==> src/rtl/shift_add_multiplier.sv <==
// Sequential shift-and-add multiplier for unsigned or two's-complement operands.
// One operation takes WIDTH+2 cycles from the accepted START to the next possible START.
module shift_add_multiplier #(
  parameter int WIDTH = 4
) (
  input  logic               CLK,
  input  logic               RST,
  input  logic               START,
  input  logic               SGN,
  input  logic [WIDTH-1:0]   A,
  input  logic [WIDTH-1:0]   B,
  output logic [2*WIDTH-1:0] P,
  output logic               BUSY,
  output logic               DONE,
  output logic [1:0]         STATE
);

  localparam int CW = $clog2(WIDTH + 1);

  typedef enum logic [1:0] {
    IDLE = 2'd0,
    CALC = 2'd1,
    FIN  = 2'd2
  } state_t;

  state_t             state_q;
  logic [2*WIDTH-1:0] acc_q;
  logic [2*WIDTH-1:0] mcand_q;
  logic [WIDTH-1:0]   mplier_q;
  logic [CW-1:0]      cnt_q;
  logic               neg_q;
  logic [2*WIDTH-1:0] p_q;
  logic               busy_q;
  logic               done_q;

  logic [WIDTH-1:0]   mag_a_d;
  logic [WIDTH-1:0]   mag_b_d;
  logic [2*WIDTH-1:0] prod_d;

  // Magnitudes are WIDTH-bit unsigned, so -2^(WIDTH-1) maps cleanly to 2^(WIDTH-1).
  function automatic logic [WIDTH-1:0] magnitude(input logic [WIDTH-1:0] v, input logic s);
    if (s && v[WIDTH-1]) begin
      return (~v) + {{(WIDTH-1){1'b0}}, 1'b1};
    end
    return v;
  endfunction

  always_comb begin
    mag_a_d = magnitude(A, SGN);
    mag_b_d = magnitude(B, SGN);
    prod_d  = neg_q ? ((~acc_q) + {{(2*WIDTH-1){1'b0}}, 1'b1}) : acc_q;
  end

  always_ff @(posedge CLK or posedge RST) begin
    if (RST) begin
      state_q  <= IDLE;
      acc_q    <= '0;
      mcand_q  <= '0;
      mplier_q <= '0;
      cnt_q    <= '0;
      neg_q    <= 1'b0;
      p_q      <= '0;
      busy_q   <= 1'b0;
      done_q   <= 1'b0;
    end else begin
      case (state_q)
        IDLE: begin
          done_q <= 1'b0;
          if (START) begin
            neg_q    <= SGN & (A[WIDTH-1] ^ B[WIDTH-1]);
            mcand_q  <= {{WIDTH{1'b0}}, mag_a_d};
            mplier_q <= mag_b_d;
            acc_q    <= '0;
            cnt_q    <= '0;
            busy_q   <= 1'b1;
            state_q  <= CALC;
          end
        end
        CALC: begin
          if (mplier_q[0]) begin
            acc_q <= acc_q + mcand_q;
          end
          mplier_q <= mplier_q >> 1;
          mcand_q  <= mcand_q << 1;
          cnt_q    <= cnt_q + CW'(1);
          if (cnt_q == CW'(WIDTH - 1)) begin
            state_q <= FIN;
          end
        end
        FIN: begin
          p_q     <= prod_d;
          done_q  <= 1'b1;
          busy_q  <= 1'b0;
          state_q <= IDLE;
        end
        default: begin
          state_q <= IDLE;
          busy_q  <= 1'b0;
          done_q  <= 1'b0;
        end
      endcase
    end
  end

  assign P     = p_q;
  assign BUSY  = busy_q;
  assign DONE  = done_q;
  assign STATE = state_q;

endmodule

==> config.mk <==
export PLATFORM = sky130hd
export DESIGN_NAME = shift_add_multiplier
export DESIGN_NICKNAME = d
export VERILOG_FILES = /design/src/rtl/shift_add_multiplier.sv
export SDC_FILE = /design/constraint.sdc
export NUM_CORES = 1
export LEC_CHECK = 0
export ABC_CLOCK_PERIOD_IN_PS = 4300
export CAP_MARGIN = 0
export CORE_MARGIN = 5
export CORE_UTILIZATION = 59
export DETAILED_ROUTE_END_ITERATION = 8
export HOLD_SLACK_MARGIN = 0.02
export PLACE_DENSITY = 0.92
export SLEW_MARGIN = 20
export SYNTH_ARGS = -nofsm -noshare
export SYNTH_HDL_FRONTEND = slang
export SYNTH_SLANG_ARGS = --single-unit
==> constraint.sdc <==
create_clock -name CLK -period 4.3 [get_ports CLK]
set_input_delay 0.645 -clock CLK [delete_from_list [all_inputs] [get_ports CLK]]
set_output_delay 0.645 -clock CLK [all_outputs]
set_load 0.02 [all_outputs]
==> reports/results.tsv, run 1 <==
metric	value	unit
drc_errors	0	
gp_congestion	0.830	
synthSimpleGateAreaFrac	15.9	%
dpl_cell_area	2260	um2
path_cells	clkdlybuf4s50_1	
grt_usage	19.3	%
ctsHtreeMaxLevel	2	
critPathBufInv	1	
powerDensity	627	nW/um2
grt_max_degree	37	
tightest_slew	0.996	ns
crit_slowest_cell	clkdlybuf4s50_1	
fmax	424	MHz
holdCritPathClass	reg -> reg	
start_kind	flop	
grt_pass1_wl	6.69	mm
combPwrFrac	46.2	%
fillerInstances	275	
die_area	4650	um2
drt-pass1-iter-count	4	
clockPowerShare	11.6	%
grt-ovfl-total	0	
finClkSkew	0.00858	ns
path_class	reg -> out	
synth-warning-count	0	
cts_max_path_buffers	2	
hold_violations	0	
synth-adder-area-share	8.53	%
synth_edf_count	0	
tritoncts	done	
fin_setup_tns	0	ns
irDropWorstVdd	0.000403	V
antenna_found_initial	0	
synth_seq_cells	36	
portBuffers	23	
path_delay_family	buffers and inverters	
diodes	0	
fin_crit	2.36	ns
design.core.area	3310	um2
drt_iter0_drc	95	
postRouteAntennaNets	0	
synth_top_family_by_area	compound AO/OA/AOI/OAI gates	
muxShareOfSynthArea	1.50	%
top_level_ports	24	
switching_share	41.6	%
cts_resized	0	
rsz0062_at_grt	false	
status	finished, final reports clean	
p_seq_share	42.2	%
finalWirelength	3.78	mm
p_leak	0.00109	uW
power.switching	600	uW
synth-async-reset-ratio	100	%
drive_above_1_share	4.26	%
hpwl	2.92	mm
dp.cells	274	
yosys-top-cells-area	dfrtp_1 (45%), ha_1 (7.5%), nand2_1 (6.6%)	
slew_headroom	33.5	%
vias	1540	
cts_buffers	5	
core.rowCount	21	
drv_cap	0	
synthesis.area	2000	um2
die_w	68.2	um
synth_top_area_cell	dfrtp_1	
yosysUniqueCellTypes	36	
yosysTopAreaCellShare	45.1	%
critPathRequiredTime	3.65	ns
nNetsFinal	260	
clock_latency	0.34	ns
start_util	60.3	%
clockRootBuffer	clkbuf_4	
synth_area_per_cell	9.41	um2
maxSlewViolCount	0	
cts_hold_buf	0	
synth_nets	237	
yosysSeqAreaShare	45.1	%
routedWlPerCell	13.5	um
cp_max_fo	18	
cp-end-kind	output pin	
die_h	68.2	um
netlist_instances	212	
post-cts-setup-buffer-count	0	
synth-compound-area-share	19.9	%
cpPeakStageDelay	0.71	ns
synthXorXnorAreaFrac	5.27	%
period_share	54.9	%
grt_pass1_vias	1532	
finalSetupViolCount	0	
internal-power	843	uW
area_delta_synth_final	15.4	%
vias_per_cell	5.48	
final_cell_count_no_fill	281	
ys.flop_type	dfrtp_1	
final_cell_area	2300	um2
clock-sinks	36	
cts.reportedPaths.clkPinSlew	0.10	ns
critical_path_arrival	1.72	ns
## logic make-up (layout without fill, tap and decap cells)
| group | after synthesis | count (layout) |
|---|---|---|
| XOR/XNOR | 12 | 12 |
| buffers and inverters | 19 | 42 |
| AO/OA/AOI/OAI | 62 | 62 |
| multiplexers | 3 | 3 |
| flip-flops | 36 | 36 |
| adder cells (fa/ha/maj) | 13 | 13 |
| AND/OR/NAND/NOR | 67 | 67 |
## worst reg2reg max path, delay by kind of cell (launching register included)
kind / cells / cell delay (ns)
simple gates: 2 / 0.45
fa+ha+maj: 1 / 0.35
flops: 1 / 0.46
mux: 1 / 0.20
compound gates: 2 / 0.59
## layer usage
layer / wire length (um) / vias up / global-route usage, % / part of all wire [%]
met5: 0 / - / 0 / 0
met2: 1950 / 35 / 34.4 / 52
li1: - / 789 / - / -
met4: 61 / 0 / 7.44 / 1.6
met3: 160 / 7 / 3.94 / 4.2
met1: 1610 / 709 / 22.5 / 43
## metrics by stage
stage / utilization [%] / power (uW) / hold slack, ns / setup slack (ns)
finish: 69.6 / 1440 / 0.487 / 1.94
global route: 69.6 / 1580 / 0.522 / 1.85
CTS: 69.6 / 1460 / 0.493 / 1.94
detailed placement: 68.2 / 1290 / 0.469 / 2.09
global placement: 68.2 / 1250 / 0.461 / 2.14
floorplan: - / 1070 / 0.450 / 2.41
## final cells by class
type                    count  area [um2]  share of cell area (%)
well taps                  46        57.6                    2.50
multi-input cells         157        1020                    44.3
repair buffers             24         238                    10.3
clock inverters             1        5.00                   0.217
flip-flops and latches     36         901                    39.1
inverters                  11        41.3                    1.79
clock buffers               6        41.3                    1.79
## cell usage after synthesis, types with 2 or more instances
cell / number
a211oi_1: 3
a21o_1: 2
a21oi_1: 8
a22o_1: 7
a22oi_1: 3
buf_2: 3
clkbuf_1: 5
dfrtp_1: 36
ha_1: 12
inv_1: 11
mux2i_1: 3
nand2_1: 35
nand2b_1: 6
nand3_1: 2
nor2_1: 8
nor2b_1: 3
nor3_1: 2
nor3b_1: 3
o21ai_0: 26
o21bai_1: 2
o31ai_1: 4
or3_1: 4
xnor2_1: 3
xor2_1: 9
## final timing paths
check,slack [ns],cells past startpoint,start,end
max,1.94,1,STATE[0]$_DFFE_PP0P_,STATE[0]
max reg2reg,2.18,6,acc_q[1]$_DFFE_PP0P_,acc_q[7]$_DFFE_PP0P_
min reg2reg,0.49,2,P[6]$_DFFE_PP0P_,P[6]$_DFFE_PP0P_
min in group asynchronous,0.69,3,RST,acc_q[7]$_DFFE_PP0P_
max in group asynchronous,3.28,3,RST,cnt_q[0]$_DFFE_PP0P_
min,0.49,2,P[6]$_DFFE_PP0P_,P[6]$_DFFE_PP0P_
## placed cells by master, fill, tap and decap left out, drive strengths merged, types with 6 or more instances in the layout
master / count
dfrtp: 36
nand2: 35
o21ai: 27
clkdlybuf4s50: 23
ha: 12
inv: 11
xor2: 9
nor2: 8
a21oi: 8
a22o: 7
nand2b: 6
clkbuf: 6
## sequential cells by signal, indices dropped and copies added, names as in the netlist, 2 cells and up
register	cells
mcand_q	8
P	8
mplier_q	4
STATE	2
acc_q	8
cnt_q	3
## power by group through the flow
stage               Sequential (uW)  Clock, uW  Combinational [uW]
floorplan                       620          0                 452
CTS                             609        172                 675
global route                    632        190                 758
finish                          610        167                 667
detailed placement              616          0                 673
global placement                608          0                 645
No activity file was read; power rests on OpenSTA's default activity.
==> run 2, diff against run 1 <==
ABC_CLOCK_PERIOD_IN_PS = 2100   (was 4300)
CORE_UTILIZATION = 50   (was 59)
PLACE_DENSITY = 0.84   (was 0.92)
clock period = 2.1 ns   (was 4.3 ns; I/O delays follow)
==> run 2 against run 1 <==
Effect of this change:
- clock-buffer cell count is 2 higher
- critical path depth is 5 higher
- setup slack lost 1.8 ns
- routed wire length increased by 5.7%
- critical endpoint is now acc_q[7]$_DFFE_PP0P_
- highest routed layer unchanged
==> reports/results.tsv, run 2 (synthesis gave the netlist of run 1 again) <==
metric	value	unit
cts.reportedPaths.clkPinSlew	0.07	ns
gp_congestion	0.797	
path_cells	ha_1 -> a211oi_2 -> nor3_1 -> or3_1 -> a41oi_2 -> mux2i_1	
cts_max_path_buffers	2	
fin_setup_tns	0	ns
postRouteAntennaNets	0	
die_h	73.2	um
crit_slowest_cell	dfrtp_2	
slew_headroom	35.3	%
drv_cap	0	
finClkSkew	0.00649	ns
core.rowCount	23	
drive_above_1_share	7.92	%
drt-pass1-iter-count	4	
post-cts-setup-buffer-count	0	
p_leak	0.00113	uW
diodes	0	
grt_pass1_wl	6.67	mm
cp_max_fo	4	
clockRootBuffer	clkbuf_8	
critical_path_arrival	2.18	ns
irDropWorstVdd	0.000792	V
cp-end-kind	flop	
finalWirelength	4.00	mm
tightest_slew	0.968	ns
fmax	508	MHz
final_cell_mix	dfrtp_1 (35), nand2_1 (35), o21ai_0 (26)	
portBuffers	23	
cts_buffers	5	
hold_violations	0	
utilization	60.9	%
path_class	reg -> reg	
pre_cts_ws	0.0814	ns
maxSlewViolCount	0	
holdCritPathClass	in -> async	
cpPeakStageDelay	0.44	ns
tritoncts	done	
hpwl	2.95	mm
routedWlPerCell	13.8	um
top_level_ports	24	
grt_pass1_vias	1490	
design.core.area	3940	um2
powerDensity	1340	nW/um2
grt_usage	16.6	%
grt-ovfl-total	0	
status	finished, final reports clean	
critPathRequiredTime	2.31	ns
vias	1583	
start_kind	flop	
vias_per_cell	5.46	
finalSetupViolCount	0	
area_delta_synth_final	20.3	%
hold_ws	0.430	ns
period_share	93.7	%
nNetsFinal	264	
ctsHtreeMaxLevel	2	
fin_crit	1.97	ns
drt_iter0_drc	57	
clock-sinks	36	
grt_max_degree	37	
start_util	50.6	%
antenna_found_initial	0	
power	3220	uW
rsz0062_at_grt	true	
drc_errors	0	
die_area	5350	um2
die_w	73.2	um
clock_latency	0.29	ns
setup_ws	0.132	ns
[run 2: changes by cell type in the layout (fill, tap and decap cells not counted), sizes merged]
cell | before | now
clkinv | 1 | 0
buf | 1 | 5
clkbuf | 6 | 8
[run 2: worst paths after layout]
check	startpoint	depth (start not counted)	slack [ns]	to
setup / recovery	mcand_q[1]$_DFFE_PP0P_	6	0.13	acc_q[7]$_DFFE_PP0P_
hold / removal	RST	3	0.43	P[2]$_DFFE_PP0P_
setup reg to reg	mcand_q[1]$_DFFE_PP0P_	6	0.13	acc_q[7]$_DFFE_PP0P_
hold reg to reg	P[2]$_DFFE_PP0P_	2	0.48	P[2]$_DFFE_PP0P_
max in group asynchronous	RST	3	1.33	mcand_q[1]$_DFFE_PP0P_
min in group CLK	P[2]$_DFFE_PP0P_	2	0.48	P[2]$_DFFE_PP0P_
[run 2: metal layers]
metal  track usage (%)  vias up  routed length (um)
met3              5.37        6                 229
li1                  -      797                   -
met5                 0        -                   0
met2              27.1       30                1960
met4              5.53        0                  56
met1              20.5      750                1750
[run 2: metrics by stage]
stage / cell area (um2) / instances
final: 2400 / 290
after CTS: 2380 / 290
after floorplan: 2000 / 212
after detailed placement: 2290 / 282
after global routing: 2400 / 290
after global placement: 2290 / 282
[run 2: what timing repair did]
item,in CTS,in global routing
setup endpoints to repair,0,2
hold buffers,0,0
resized for setup,0,5
[run 2: where the power goes]
group	switching, uW	internal (uW)	leakage, uW	total (uW)
Sequential	255	968	0.000465	1220
Clock	247	268	0.0000455	514
Combinational	793	690	0.000616	1480
[run 2: final cells by class]
| type | count | area, um2 |
|---|---|---|
| fillers | 366 | 1540 |
| multi-input cells | 157 | 1040 |
| flip-flops and latches | 36 | 902 |
| repair buffers | 28 | 268 |
| clock buffers | 8 | 90.1 |
| well taps | 50 | 62.6 |
| inverters | 11 | 41.3 |
[run 2: worst max-delay path, delay by kind of cell, from the launching register on]
kind | cells | cell delay [ns]
mux | 1 | 0.22
fa+ha+maj | 1 | 0.31
simple gates | 2 | 0.44
flops | 1 | 0.44
compound gates | 2 | 0.48
